[src/rtl/arbiter_8_way_if.sv]
// Bundle of the request/grant signals shared between eight requesters and the
// round-robin arbiter.
//   req[7:0]       requester -> arbiter, request level per requester
//   rel            requester -> arbiter, current owner releases the grant
//   any_req        arbiter -> requester, OR of all request lines
//   grant[7:0]     arbiter -> requester, one-hot grant (0 when no owner)
//   grant_idx[2:0] arbiter -> requester, binary index of the owner
//   grant_valid    arbiter -> requester, a grant is active
//   timeout        arbiter -> requester, one-cycle pulse on a hold-limit drop
interface arbiter_8_way_if;
    logic [7:0] req;
    logic       rel;
    logic       any_req;
    logic [7:0] grant;
    logic [2:0] grant_idx;
    logic       grant_valid;
    logic       timeout;

    // Requester side drives requests and release, observes the grant.
    modport master (
        output req, rel,
        input  any_req, grant, grant_idx, grant_valid, timeout
    );

    // Arbiter side observes requests and release, drives the grant.
    modport slave (
        input  req, rel,
        output any_req, grant, grant_idx, grant_valid, timeout
    );
endinterface

[src/rtl/arbiter_8_way.sv]
// Round-robin arbiter sharing one resource among eight requesters. One grant
// is issued at a time and held until the owner releases it, withdraws its
// request, or reaches the MAX_HOLD limit (0 disables the limit). At least one
// idle cycle separates consecutive grants.
//   clk    rising-edge clock
//   reset  synchronous active-high reset
//   bus    arbiter_8_way_if.slave: req/rel in, any_req/grant/grant_idx/
//          grant_valid/timeout out (all outputs registered except any_req)

// 8-input OR reduction used as the any-request front end.
module or_8_way (
    input  logic [7:0] in_i,
    output logic       out_o
);
    assign out_o = |in_i;
endmodule

module arbiter_8_way #(
    parameter int unsigned MAX_HOLD = 16
) (
    input  logic               clk,
    input  logic               reset,
    arbiter_8_way_if.slave     bus
);
    typedef enum logic [0:0] {
        IDLE    = 1'b0,
        GRANTED = 1'b1
    } state_e;

    localparam logic [7:0] HOLD_LIMIT = 8'(MAX_HOLD);
    localparam bit         LIMIT_EN   = (MAX_HOLD != 32'd0);
    // With the limit disabled the counter still must not wrap back to 0.
    localparam logic [7:0] HOLD_SAT   = LIMIT_EN ? HOLD_LIMIT : 8'hFF;

    state_e     state_q;
    logic [2:0] ptr_q;
    logic [7:0] hcnt_q;
    logic [7:0] hcnt_d;
    logic [7:0] grant_q;
    logic [2:0] grant_idx_q;
    logic       grant_valid_q;
    logic       timeout_q;

    logic       any_req_s;
    logic [2:0] sel_idx_s;
    logic       drop_rel_s;
    logic       drop_req_s;
    logic       drop_lim_s;
    logic       drop_s;

    or_8_way u_or (
        .in_i  (bus.req),
        .out_o (any_req_s)
    );

    assign bus.any_req     = any_req_s;
    assign bus.grant       = grant_q;
    assign bus.grant_idx   = grant_idx_q;
    assign bus.grant_valid = grant_valid_q;
    assign bus.timeout     = timeout_q;

    // Rotating priority search: the first set request at or above ptr wins.
    // Scanning offsets from high to low lets the smallest offset overwrite.
    always_comb begin
        sel_idx_s = ptr_q;
        for (int k = 7; k >= 0; k--) begin
            if (bus.req[ptr_q + 3'(k)]) begin
                sel_idx_s = ptr_q + 3'(k);
            end else begin
                sel_idx_s = sel_idx_s;
            end
        end
    end

    // Drop causes for the current owner, plus the saturating hold count.
    always_comb begin
        drop_rel_s = bus.rel;
        drop_req_s = ~bus.req[grant_idx_q];
        drop_lim_s = LIMIT_EN && (hcnt_q == HOLD_LIMIT);
        drop_s     = drop_rel_s | drop_req_s | drop_lim_s;
        if (hcnt_q == HOLD_SAT) begin
            hcnt_d = hcnt_q;
        end else begin
            hcnt_d = hcnt_q + 8'd1;
        end
    end

    // Arbitration FSM with registered grant outputs.
    always_ff @(posedge clk) begin
        if (reset) begin
            state_q       <= IDLE;
            ptr_q         <= 3'd0;
            hcnt_q        <= 8'd0;
            grant_q       <= 8'd0;
            grant_idx_q   <= 3'd0;
            grant_valid_q <= 1'b0;
            timeout_q     <= 1'b0;
        end else begin
            case (state_q)
                IDLE: begin
                    timeout_q <= 1'b0;
                    // rel is deliberately ignored here, even on the grant edge.
                    if (any_req_s) begin
                        grant_q       <= 8'd1 << sel_idx_s;
                        grant_idx_q   <= sel_idx_s;
                        grant_valid_q <= 1'b1;
                        hcnt_q        <= 8'd1;
                        state_q       <= GRANTED;
                    end else begin
                        state_q <= IDLE;
                    end
                end
                GRANTED: begin
                    if (drop_s) begin
                        grant_q       <= 8'd0;
                        grant_valid_q <= 1'b0;
                        ptr_q         <= grant_idx_q + 3'd1;
                        // Pulse only when the hold limit alone forced the drop.
                        timeout_q     <= drop_lim_s & ~drop_rel_s & ~drop_req_s;
                        state_q       <= IDLE;
                    end else begin
                        hcnt_q    <= hcnt_d;
                        timeout_q <= 1'b0;
                        state_q   <= GRANTED;
                    end
                end
                default: begin
                    grant_q       <= 8'd0;
                    grant_valid_q <= 1'b0;
                    timeout_q     <= 1'b0;
                    state_q       <= IDLE;
                end
            endcase
        end
    end
endmodule
[src/flat_wrapper.sv]
// flat-port wrapper written by rule: the top's interface ports become plain ports
module arbiter_8_way_flat 
#(
    parameter int unsigned MAX_HOLD = 16
)
  (clk, reset, bus_req, bus_rel, bus_any_req, bus_grant, bus_grant_idx, bus_grant_valid, bus_timeout);
  arbiter_8_way_if bus_i ();
  input  logic clk;
  input  logic reset;
  input wire logic [$bits(bus_i.req)-1:0] bus_req;
  input wire logic [$bits(bus_i.rel)-1:0] bus_rel;
  output wire logic [$bits(bus_i.any_req)-1:0] bus_any_req;
  output wire logic [$bits(bus_i.grant)-1:0] bus_grant;
  output wire logic [$bits(bus_i.grant_idx)-1:0] bus_grant_idx;
  output wire logic [$bits(bus_i.grant_valid)-1:0] bus_grant_valid;
  output wire logic [$bits(bus_i.timeout)-1:0] bus_timeout;
  assign bus_i.req = bus_req;
  assign bus_i.rel = bus_rel;
  assign bus_any_req = bus_i.any_req;
  assign bus_grant = bus_i.grant;
  assign bus_grant_idx = bus_i.grant_idx;
  assign bus_grant_valid = bus_i.grant_valid;
  assign bus_timeout = bus_i.timeout;
  arbiter_8_way #(.MAX_HOLD(MAX_HOLD)) u_core (.clk(clk), .reset(reset), .bus(bus_i));
endmodule
[config.mk]
export PLATFORM = sky130hd
export DESIGN_NAME = arbiter_8_way_flat
export DESIGN_NICKNAME = d
export VERILOG_FILES = /design/src/rtl/arbiter_8_way_if.sv /design/src/rtl/arbiter_8_way.sv /design/src/flat_wrapper.sv
export SDC_FILE = /design/constraint.sdc
export NUM_CORES = 1
export LEC_CHECK = 0
export CAP_MARGIN = 0
export CORE_MARGIN = 4
export CORE_UTILIZATION = 68
export CTS_CLUSTER_DIAMETER = 150
export DETAILED_ROUTE_END_ITERATION = 10
export DONT_BUFFER_PORTS = 1
export GPL_TIMING_DRIVEN = 0
export PLACE_DENSITY = 0.85
export SLEW_MARGIN = 10
export SYNTH_ARGS = -nofsm -noshare
export SYNTH_HDL_FRONTEND = slang
export SYNTH_HIERARCHICAL = 1
export SYNTH_SLANG_ARGS = --single-unit
[constraint.sdc]
create_clock -name clk -period 8.36 [get_ports clk]
set_clock_uncertainty 0.1 [all_clocks]
set_input_delay 1.672 -clock clk [delete_from_list [all_inputs] [get_ports clk]]
set_output_delay 1.672 -clock clk [all_outputs]
set_load 0.01 [all_outputs]
==> results by group <==
Clocking
  • Cts hold-fix bufs: 0
  • CTS clk-pin slew, worst paths: 0.14 ns
  • Num Clock Sinks: 25
  • CTS tree: built
  • Clock Tree Buf Depth: 2
  • Skew-Pair Late Insertion Delay: 0.32 ns
  • CTS buffer count: 3
  • H-tree Lvls: 1
  • Total setup buffers inserted after CTS: 0
  • Resized cells post-CTS: 0
  • Clock Tree Root: clkbuf_4

Critical path
  • Worst setup SP type: input pin
  • Req. time, crit path: 6.59 ns
  • Worst path cell trace: nor4_1 > nand2_1
  • Buf+Inv Stages, Crit Path: 0
  • CP top delay family: simple AND/OR/NAND/NOR gates
  • Setup crit end kind: output port
  • Largest stage delay, worst path: 0.31 ns
  • CP Max Fanout: 9
  • Critical Path AT: 2.21 ns
  • WS Path Type: in -> out
  • Worst path slowest cell: nor4_1

Power
  • Pwr Density: 193 nW/µm²
  • Worst vdd ir: 0.194 mV
  • Pleak: 0.728 nW
  • Power, Total: 0.397 mW

Min path
  • Worst Hold Class: reg -> reg

Finish
  • P&R area growth vs syn: 3.47%
  • # diodes: 0
  • Share of layout cells above drive strength 1: 16.2%
  • Fin util: 73.9%
  • Fin nets: 233

Placement
  • Port buffer count: 0
  • Routability cong.: 0.911
  • Hpwl dp: 3690 µm

Floorplanning
  • Die height: 62.0 µm
  • Core area: 2780 µm²
  • Num rows: 19
  • Die area: 3850 µm²
  • I/O pins: 25
  • Starting density of the core: 71.4%
  • Die Wd: 62.0 µm

Synth
  • Yosys cell types: 52
  • Synth top area share: 25.2%
  • Post-Syn Area: 1990 µm²
  • Syn Nets: 228
  • Syn Area/Cell: 9.37 µm²
  • Number of flops mapped to enable cells by yosys: 0
  • Synth top cells by count: dfxtp_1, nor2_1, nand2_1
  • Ys flop type: dfxtp_1
  • Ys async rst share: 0%
  • Most common cell in the netlist: dfxtp_1
  • Sequential fraction of the synthesis area: 25.2%
  • Area leader, netlist: dfxtp_1
  • Synthesis Warnings: 6
  • Synth top area cells: dfxtp_1, mux4_2, mux2i_1, nor2_1, nand2_1
  • Cells after Synth: 212
  • Yosys reg bits: 25

Timing
  • Fmax: 0.251 GHz
  • Period utilisation layout: 47.6%
  • Final setup fails: 0
  • Fin. max-slew vios: 0
  • Unrepaired setup endpoints after global routing: false
  • Post-route setup TNS: 0 ns
  • Worst Tran Pin Value: 0.698 ns
  • Tmin final: 3.98 ns
  • Relative slew slack: 53.4%
  • Final Hold Vio Count: 0

Route
  • Drt pass-1 iters: 4
  • WL final: 4790 µm
  • Initial DRC count: 135
  • Drt drc: 0
  • Post-route ant nets: 0
  • Routed wire length per instance: 19.4 µm
  • Vias/cell: 7.02
  • Via count: 1734

Global routing
  • GR Layer Usage met2: 45.0%
  • Global-route wire length before repair: 8010 µm
  • Largest net degree at the start of global routing: 16
  • Vias in the first global route: 1716
  • Global Route met3 Usage: 7.85%
  • Total gr overflow: 0
  • Initial antenna violation count: 0
  • GRT Overall Usage: 27.9%
  • Met1 usage in global routing: 38.1%
  • Layer with the highest usage: met2

Job
  • Total of max-cap violations: 0

Run status
  • Status: finished clean
==> worst register-to-register path, cell delays in order, from the launching register on <==
cell and delay [ns]:
dfxtp_1 0.52, buf_2 0.34, inv_1 0.17, ha_1 0.33
clkbuf_1 0.38, mux4_2 0.45, mux2i_1 0.40, o31ai_1 0.13
a221o_1 0.32, nor3_2 0.31, nor2b_1 0.13, a22o_1 0.22
==> cells in the final DEF (no fill, tap or decap), types with 3 or more instances in the layout <==
cell      count
a211oi_1      6
mux2i_1       9
nor4_1        3
mux4_2       15
a21oi_1       8
or3_1         3
a22o_1        7
nor2b_1       3
ha_1          5
nand3_1       5
inv_1         8
mux2_2        4
clkbuf_4      3
o21ai_1       3
o22ai_1       3
clkbuf_1      4
nand2b_1      6
nor2_1       23
dfxtp_1      25
buf_2         3
nand2_1      18
xnor2_1       4
xor2_1        4
o21ai_0       6
==> layout make-up <==
type	instances	area, µm²
flip-flops and latches	25	500
clock inverters	1	7.51
multi-input cells	169	1410
fillers	201	727
well taps	31	38.8
inverters	8	30.0
plain buffers	10	48.8
clock buffers	3	22.5
==> path summary, 6_finish.rpt <==
check / startpoint / end / slack, ns / cells after the start
min reg2reg: u_core/bus.grant[4]$_SDFFE_PP0P_ / u_core/bus.grant[4]$_SDFFE_PP0P_ / 0.41 / 2
min: u_core/bus.grant[4]$_SDFFE_PP0P_ / u_core/bus.grant[4]$_SDFFE_PP0P_ / 0.41 / 2
max: bus_req[7] / bus_any_req / 4.38 / 2
max reg2reg: u_core/ptr_q[1]$_SDFFE_PP0P_ / u_core/bus.grant[5]$_SDFFE_PP0P_ / 4.50 / 11
==> layer usage <==
layer | vias to the layer above | wire length, µm
met1 | 836 | 2100
met4 | 0 | 47
met2 | 70 | 2230
li1 | 822 | -
met3 | 6 | 415
met5 | - | 0
==> kinds of logic (layout without fill, tap and decap cells) <==
family | count (synthesis) | after routing | share of synthesized area [%]
xor gates and xnor gates | 8 | 8 | 3.53
DFF | 25 | 25 | 25.2
muxes | 30 | 30 | 25.9
and+or+nand+nor | 76 | 76 | 19.2
adders and majority gates | 5 | 5 | 3.15
buffers and inverters | 18 | 22 | 3.97
AOI/OAI and AO/OA | 50 | 50 | 19.0
==> flip-flops by register name (all words and copies together) (netlist names) <==
signal                  count
u_core/bus.grant            8
u_core/hcnt_q               8
u_core/bus.grant_idx        3
u_core/ptr_q                3
u_core/bus.grant_valid      1
u_core/bus.timeout          1
u_core/state_q              1
==> power by group <==
group          total, mW  switching (mW)  internal, mW
Sequential         0.151          0.0195         0.132
Clock             0.0544          0.0361        0.0183
Combinational      0.192           0.105        0.0865
==> metrics by stage <==
| stage | instances | hold WS [ns] | area (µm²) | setup WS (ns) |
|---|---|---|---|---|
| 5_1_grt | 247 | 0.444 | 2050 | 4.29 |
| 6_report | 247 | 0.406 | 2050 | 4.38 |
| 2_1_floorplan | 212 | 0.358 | 1990 | 4.53 |
| 3_3_place_gp | 243 | 0.368 | 2020 | 4.42 |
| 3_5_place_dp | 243 | 0.389 | 2020 | 4.37 |
| 4_1_cts | 247 | 0.408 | 2050 | 4.39 |
Power figures use the tool's default switching activity.
